[src/rtl/mram_access_ctrl.sv]
// Single-access sequencer for an external parallel MRAM: accepts one read/write request,
// drives the active-low strobes with programmable setup/pulse/access/recovery timing.
module mram_access_ctrl #(
    parameter int T_SETUP = 1,
    parameter int T_WP    = 2,
    parameter int T_RD    = 3,
    parameter int T_REC   = 1
) (
    input  logic        clk,
    input  logic        rst,
    input  logic        req_valid,
    output logic        req_ready,
    input  logic        req_we,
    input  logic [19:0] req_addr,
    input  logic [15:0] req_wdata,
    input  logic [1:0]  req_be,
    output logic        rsp_valid,
    output logic [15:0] rsp_rdata,
    output logic        busy,
    output logic [19:0] mram_addr,
    output logic [15:0] mram_dq_out,
    output logic        mram_dq_oe,
    input  logic [15:0] mram_dq_in,
    output logic        chip_en,
    output logic        write_en,
    output logic        out_en,
    output logic        lower_byte_en,
    output logic        upper_byte_en
);

    localparam int T_MAX_A = (T_SETUP > T_WP) ? T_SETUP : T_WP;
    localparam int T_MAX_B = (T_RD > T_REC) ? T_RD : T_REC;
    localparam int T_MAX   = (T_MAX_A > T_MAX_B) ? T_MAX_A : T_MAX_B;
    localparam int CW      = $clog2(T_MAX) + 1;

    localparam logic [CW-1:0] SETUP_LD = CW'(T_SETUP - 1);
    localparam logic [CW-1:0] WP_LD    = CW'(T_WP - 1);
    localparam logic [CW-1:0] RD_LD    = CW'(T_RD - 1);
    localparam logic [CW-1:0] REC_LD   = CW'(T_REC - 1);
    localparam logic [CW-1:0] CNT_ONE  = CW'(1);

    typedef enum logic [2:0] {
        S_IDLE,
        S_SETUP,
        S_WRITE,
        S_HOLD,
        S_READ,
        S_RECOVER
    } state_t;

    state_t        state_q;
    logic [CW-1:0] cnt_q;
    logic          we_q;
    logic [1:0]    be_q;
    logic          req_ready_q;
    logic          busy_q;
    logic          rsp_valid_q;
    logic [15:0]   rsp_rdata_q;
    logic [19:0]   mram_addr_q;
    logic [15:0]   dq_out_q;
    logic          dq_oe_q;
    logic          chip_en_q;
    logic          write_en_q;
    logic          out_en_q;
    logic          lbe_q;
    logic          ube_q;

    // NOTE: every register, including the data/address holding registers, is cleared by the
    // async reset so the pins are in a defined, deselected state the instant rst falls.
    always_ff @(posedge clk or negedge rst) begin
        if (!rst) begin
            state_q     <= S_IDLE;
            cnt_q       <= '0;
            we_q        <= 1'b0;
            be_q        <= 2'b00;
            req_ready_q <= 1'b0;
            busy_q      <= 1'b0;
            rsp_valid_q <= 1'b0;
            rsp_rdata_q <= '0;
            mram_addr_q <= '0;
            dq_out_q    <= '0;
            dq_oe_q     <= 1'b0;
            chip_en_q   <= 1'b1;
            write_en_q  <= 1'b1;
            out_en_q    <= 1'b1;
            lbe_q       <= 1'b1;
            ube_q       <= 1'b1;
        end else begin
            // NOTE: non-blocking throughout; later assignments in a branch override the default.
            rsp_valid_q <= 1'b0;
            case (state_q)
                S_IDLE: begin
                    req_ready_q <= 1'b1;
                    if (req_valid && req_ready_q) begin
                        state_q     <= S_SETUP;
                        cnt_q       <= SETUP_LD;
                        we_q        <= req_we;
                        be_q        <= req_be;
                        mram_addr_q <= req_addr;
                        chip_en_q   <= 1'b0;
                        req_ready_q <= 1'b0;
                        busy_q      <= 1'b1;
                        if (req_we) begin
                            dq_oe_q  <= 1'b1;
                            dq_out_q <= req_wdata;
                        end
                    end
                end

                S_SETUP: begin
                    if (cnt_q == '0) begin
                        lbe_q <= ~be_q[0];
                        ube_q <= ~be_q[1];
                        if (we_q) begin
                            state_q    <= S_WRITE;
                            cnt_q      <= WP_LD;
                            write_en_q <= 1'b0;
                        end else begin
                            state_q  <= S_READ;
                            cnt_q    <= RD_LD;
                            out_en_q <= 1'b0;
                        end
                    end else begin
                        cnt_q <= cnt_q - CNT_ONE;
                    end
                end

                S_WRITE: begin
                    if (cnt_q == '0) begin
                        state_q    <= S_HOLD;
                        cnt_q      <= '0;
                        write_en_q <= 1'b1;
                    end else begin
                        cnt_q <= cnt_q - CNT_ONE;
                    end
                end

                // Data, oe, chip enable and byte lanes stay put for one cycle after write_en rises.
                S_HOLD: begin
                    state_q     <= S_RECOVER;
                    cnt_q       <= REC_LD;
                    chip_en_q   <= 1'b1;
                    lbe_q       <= 1'b1;
                    ube_q       <= 1'b1;
                    dq_oe_q     <= 1'b0;
                    rsp_valid_q <= 1'b1;
                end

                S_READ: begin
                    if (cnt_q == '0) begin
                        rsp_rdata_q <= {be_q[1] ? mram_dq_in[15:8] : 8'h00,
                                        be_q[0] ? mram_dq_in[7:0]  : 8'h00};
                        state_q     <= S_RECOVER;
                        cnt_q       <= REC_LD;
                        chip_en_q   <= 1'b1;
                        out_en_q    <= 1'b1;
                        lbe_q       <= 1'b1;
                        ube_q       <= 1'b1;
                        rsp_valid_q <= 1'b1;
                    end else begin
                        cnt_q <= cnt_q - CNT_ONE;
                    end
                end

                S_RECOVER: begin
                    if (cnt_q == '0) begin
                        state_q     <= S_IDLE;
                        req_ready_q <= 1'b1;
                        busy_q      <= 1'b0;
                    end else begin
                        cnt_q <= cnt_q - CNT_ONE;
                    end
                end

                default: begin
                    state_q <= S_IDLE;
                    cnt_q   <= '0;
                end
            endcase
        end
    end

    assign req_ready     = req_ready_q;
    assign busy          = busy_q;
    assign rsp_valid     = rsp_valid_q;
    assign rsp_rdata     = rsp_rdata_q;
    assign mram_addr     = mram_addr_q;
    assign mram_dq_out   = dq_out_q;
    assign mram_dq_oe    = dq_oe_q;
    assign chip_en       = chip_en_q;
    assign write_en      = write_en_q;
    assign out_en        = out_en_q;
    assign lower_byte_en = lbe_q;
    assign upper_byte_en = ube_q;

endmodule

[config.mk]
export PLATFORM = sky130hd
export DESIGN_NAME = mram_access_ctrl
export DESIGN_NICKNAME = d
export VERILOG_FILES = /design/src/rtl/mram_access_ctrl.sv
export SDC_FILE = /design/constraint.sdc
export NUM_CORES = 1
export LEC_CHECK = 0
export BUFFER_PORTS_ARGS = -buffer_cell sky130_fd_sc_hd__buf_2
export CAP_MARGIN = 15
export CORE_ASPECT_RATIO = 1.75
export CORE_MARGIN = 2
export CORE_UTILIZATION = 46
export CTS_CLUSTER_DIAMETER = 60
export DETAILED_ROUTE_END_ITERATION = 8
export PLACE_DENSITY = 0.79
export SYNTH_ARGS = -nofsm -noshare
export SYNTH_HDL_FRONTEND = slang
export SYNTH_SLANG_ARGS = --single-unit
[constraint.sdc]
create_clock -name clk -period 3.65 [get_ports clk]
set_clock_uncertainty 0.15 [all_clocks]
set_input_delay 0.5475 -clock clk [delete_from_list [all_inputs] [get_ports clk]]
set_output_delay 0.5475 -clock clk [all_outputs]
set_load 0.01 [all_outputs]
# Yosys cells after proc, flatten, opt, wreduce, memory -nomap -nowiden
# Index checks and enable logic that the tools add are counted.
# word_totals
ff_bits,70
input_bits,58
out_inout_bits,61
# op_classes
addsub,1
eq_ne,14
muxes,38
n_bitwise,2
reduce_logical,22
# op_table
op,n
$mux W3,10
$ne A2 B2 Y1 const B,9
$pmux W3 S6,1
$mux W8,2
$reduce_and A3 Y1,5
$mux W1,14
$pmux W1 S2,6
$pmux W3 S4,1
$pmux W1 S3,3
$reduce_and A2 Y1,4
$reduce_and A4 Y1,2
$reduce_bool A2 Y1,4
$eq A3 B2 Y1 const B,2
$eq A3 B3 Y1 const B,2
$logic_not A3 Y1,2
$reduce_bool A3 Y1,2
$reduce_and A5 Y1,1
$eq A3 B1 Y1 const B,1
$sub A3 B1 Y3 const B,1
$mux W2,1
$not A1 Y1,2
$reduce_or A2 Y1,1
$logic_and A1 B1 Y1,1

# Logic depth before layout (Yosys ltp)
# logic_depth
word_depth,3
mapped_depth,7

# Worst setup path before layout
# Ideal clock, no wire load.
# synth_timing
path_type,flip-flop to flip-flop
start,reg state_q[0]
end,reg be_q[0]
arrival_time_ns,1.738
required_ns,3.375
path_slack_ns,1.637
stages_incl_launch_ff,6
n_path_buf,2
cell_sequence,dfrtp_1 > or2_1 > buf_2 > nor3_4 > buf_2 > mux2_2
# synth_between
elab_chain_cells,2
# synth_lines
element,line_no,rtl
start: declaration,51,state_t state_q;
start signal: assignment,72,state_q <= S_IDLE;
start signal: assignment,95,state_q <= S_SETUP;
start signal: assignment,115,state_q <= S_WRITE;
$logic_not A3 Y1,91,case (state_q)
$reduce_and A2 Y1 (no source line),n/a,
end signal: assignment,98,be_q <= req_be;
end: declaration,54,logic [1:0] be_q;
# Every way passes these cells.
# A chain may end at the register's enable or synchronous reset.

# Final worst setup path
# layout_timing
start,reg cnt_q[0]
end,"reg rsp_rdata_q[11], in the netlist rsp_rdata[11]"
# layout_between
elab_chain_cells,2
# layout_lines
element,line_no,rtl
start: declaration,52,logic [CW-1:0] cnt_q;
start signal: assignment,124,cnt_q <= cnt_q - CNT_ONE;
start signal: assignment,134,cnt_q <= cnt_q - CNT_ONE;
start signal: assignment,161,cnt_q <= cnt_q - CNT_ONE;
$logic_not A3 Y1,150,if (cnt_q == '0) begin
$reduce_and A2 Y1 (no source line),n/a,
end signal: assignment,151,"rsp_rdata_q <= {be_q[1] ? mram_dq_in[15:8] : 8'h00,"
end: declaration,58,logic [15:0] rsp_rdata_q;
# Every way passes these cells.

==> key figures <==
Status
  – Status: finished clean

Logic synthesis
  – Number of unique standard cell types used by synthesis: 34
  – Ys flop type: dfrtp_1
  – Proportion of synthesized area in mux cells: 0.1552
  – Share of synthesized flip-flops with an asynchronous set or reset: 1.000
  – Synthesized area divided by synthesized cell count: 11.67 um^2
  – Syn Std Cell Area: 2975 um^2
  – Complex-gate fraction of the synthesized area: 0.1039
  – YS warnings: 0
  – Synthesized netlist cell count: 255
  – Dominant combinational cell family by area after synthesis: multiplexers
  – Portion of the post-synthesis area used by sequential elements: 0.5908
  – Simple logic cell fraction of the synthesized area: 0.1098
  – Post-synthesis share of cell area spent on xor and xnor gates: 0.002944
  – Total of flip-flops plus latches after synthesis: 70
  – Number of enable flip-flop cells after synthesis: 0
  – Adder-cell share of the synthesized area: 0.008410
  – Synth Net Count: 315

STA
  – Minimum clock period after layout: 2473 ps
  – Rel. slew slack: 0.3607
  – Total Neg Setup Slack: 0 ps
  – Setup repair after global routing missed its margin: false
  – Max Freq: 404.4 MHz
  – Ratio of final minimum period to clock period: 0.6774
  – Total count of max-transition violations in the final report: 0
  – Pin slew with the least headroom to its limit: 956.3 ps
  – Hold Vio Cnt, Final: 0
  – Total of endpoints with negative setup slack in the final report: 0

Route
  – Met2 routed wirelength: 3667 um
  – Vias after detailed routing: 2,316
  – First-iteration detailed-routing DRC count: 134
  – Count of nets left with antenna violations after detail routing: 0
  – Met1 layer wirelength in the final routing: 2377 um
  – Wire length on met3: 341 um
  – Highest layer used for signal routing: met4
  – Wire length per cell: 14.40 um
  – Via/cell ratio: 5.057
  – Post-Route WL: 6593 um
  – Number of optimization iterations in the first detailed-route pass: 4
  – DRC violation count after routing: 0

Die
  – Chip height: 110.4 um
  – Die ar.: 7153 um^2
  – Effective utilization at floorplan: 0.4777
  – Chip width: 64.80 um
  – Number of top-level pins: 119
  – FP Rows: 38
  – Area of the core: 6228 um^2

Layout
  – Number of antenna cells inserted: 0
  – Layout Nets: 433
  – Area occupied by multi-input gates: 1131 um^2
  – Area occupied by registers: 1758 um^2
  – Share of the core filled with cells in the final layout: 0.6149
  – Share of layout cells above drive strength 1: 0.4788
  – Highest-count cells in the layout ignoring fill and taps: 118 x buf_2, 65 x dfrtp_1, 39 x nand2_1, 29 x mux2_2, 26 x o21ai_0
  – Syn-to-layout area delta: 28.72%
  – Most common cell after layout, fill and taps aside: buf_2
  – # fillers: 544

Clocking
  – Total clock buffers created by CTS: 9
  – Cell at the root of the clock tree: clkbuf_8
  – H-tree depth: 3
  – Later-pin clock latency in the skew report: 340 ps
  – TritonCTS Sinks: 70
  – Setup bufs post-CTS: 0
  – PostCTS Resize Cnt: 0
  – CTS Buffer Depth: 2
  – Clock tree from TritonCTS: yes
  – Hold buffer count at CTS: 0
  – Clock transition at the registers of the reported paths: 70 ps

Power and ir drop
  – Power density over cell area: 911.8 nW/um^2
  – IR Drop Worst-Case VDD: 0.4184 mV
  – Static leakage: 1.911 nW

Critical path
  – Kind of launch point of the worst setup path: flop
  – Crit. End Element: flop
  – Critical setup path kind: reg -> reg
  – Data arrival time of the critical path: 2500 ps
  – CP Max Fanout: 33
  – Required time at the endpoint of the critical path: 3670 ps

Hold path
  – Hold Path Class: in -> async

Place
  – Port buffer count: 118
  – Detail Placement HPWL: 4967 um
  – Global placement routability congestion: 0.9292

Global routing
  – Pin count of the biggest net entering global routing: 34
  – Overflow left after global routing: 0
  – GRT Overall Usage: 0.1946
  – Global-route wire length before repair: 10,410 um
  – Antenna violations before repair: 0
  – Via count of the first global-routing pass: 2,322

Flow run
  – Number of max-cap violations: 0
[final cells by class]
cell class | count | area share
Timing Repair Buffer | 122 | 0.1620
Clock buffer | 13 | 0.04149
Inverter | 5 | 0.004900
Multi-Input combinational cell | 165 | 0.2953
Clock inverter | 3 | 0.01111
Tap cell | 80 | 0.02614
Sequential cell | 70 | 0.4590
[critical path, cell delays in order, from the launching register on]
cell	delay, ps
dfrtp_1	390
inv_1	100
ha_1	210
nor2b_1	160
buf_4	200
nand3_1	680
nand2_1	260
o21ai_0	130
[Yosys cell counts, types with 3 or more instances]
master    instances  area (um^2)
mux2_4            9        135.1
a21oi_1          13        65.06
dfrtp_1          65         1627
nor3_1            4        20.02
o21ai_0          26        130.1
nor2b_1           3        18.77
mux2_2           29        326.6
inv_1             5        18.77
a31oi_1           3        18.77
buf_2             3        15.01
nand2b_1          4        25.02
dfstp_2           5        131.4
nor2_1           11        41.29
clkbuf_1         11        41.29
nand3_1           5        25.02
nand2_1          39        146.4
[power by group]
| group | internal, mW | switching, mW |
|---|---|---|
| clock network | 0.352 | 0.274 |
| logic | 0.697 | 0.709 |
| registers | 1.17 | 0.293 |
[registers in the layout (all words and copies together) (netlist names), 2 cells and up]
register     flops
be_q             2
cnt_q            3
mram_addr       20
mram_dq_out     16
rsp_rdata       16
state_q          3
[layer usage]
metal  global-route usage  up-vias
met4               0.1292        0
met2               0.3446       81
met1               0.2007     1105
met5                    0        -
li1                     -     1116
met3              0.04772       14
[through the flow]
stage	worst slack (ps)	cell area [um^2]	instances	power (mW)	hold slack [ps]
2_1_floorplan	1637	2975	255	2.339	101.9
6_report	1177	3830	458	3.492	93.57
5_1_grt	901.7	3830	458	3.753	135.8
3_3_place_gp	1202	3628	442	2.835	305.7
3_5_place_dp	1188	3628	442	2.892	315.9
4_1_cts	1174	3830	458	3.533	105.0
[path summary, 6_finish.rpt]
path                                 endpoint  slack, ps  depth (start not counted)    startpoint
worst max-delay path            rsp_rdata[11]       1180                          7      cnt_q[0]
worst min-delay path             mram_addr[4]         90                          1           rst
worst max register to register  rsp_rdata[11]       1180                          7      cnt_q[0]
worst min register to register   rsp_rdata[0]        330                          2  rsp_rdata[0]
max in group asynchronous              out_en       2420                          2           rst
min in group clk                 mram_addr[1]        290                          2   req_addr[1]
[cells by family after synthesis]
logic type / Yosys count
simple gates: 71
flops: 70
compound gates: 53
mux: 38
buf+inv: 20
fa+ha+maj: 2
xor+xnor: 1
(Power assumes the default switching activity.)
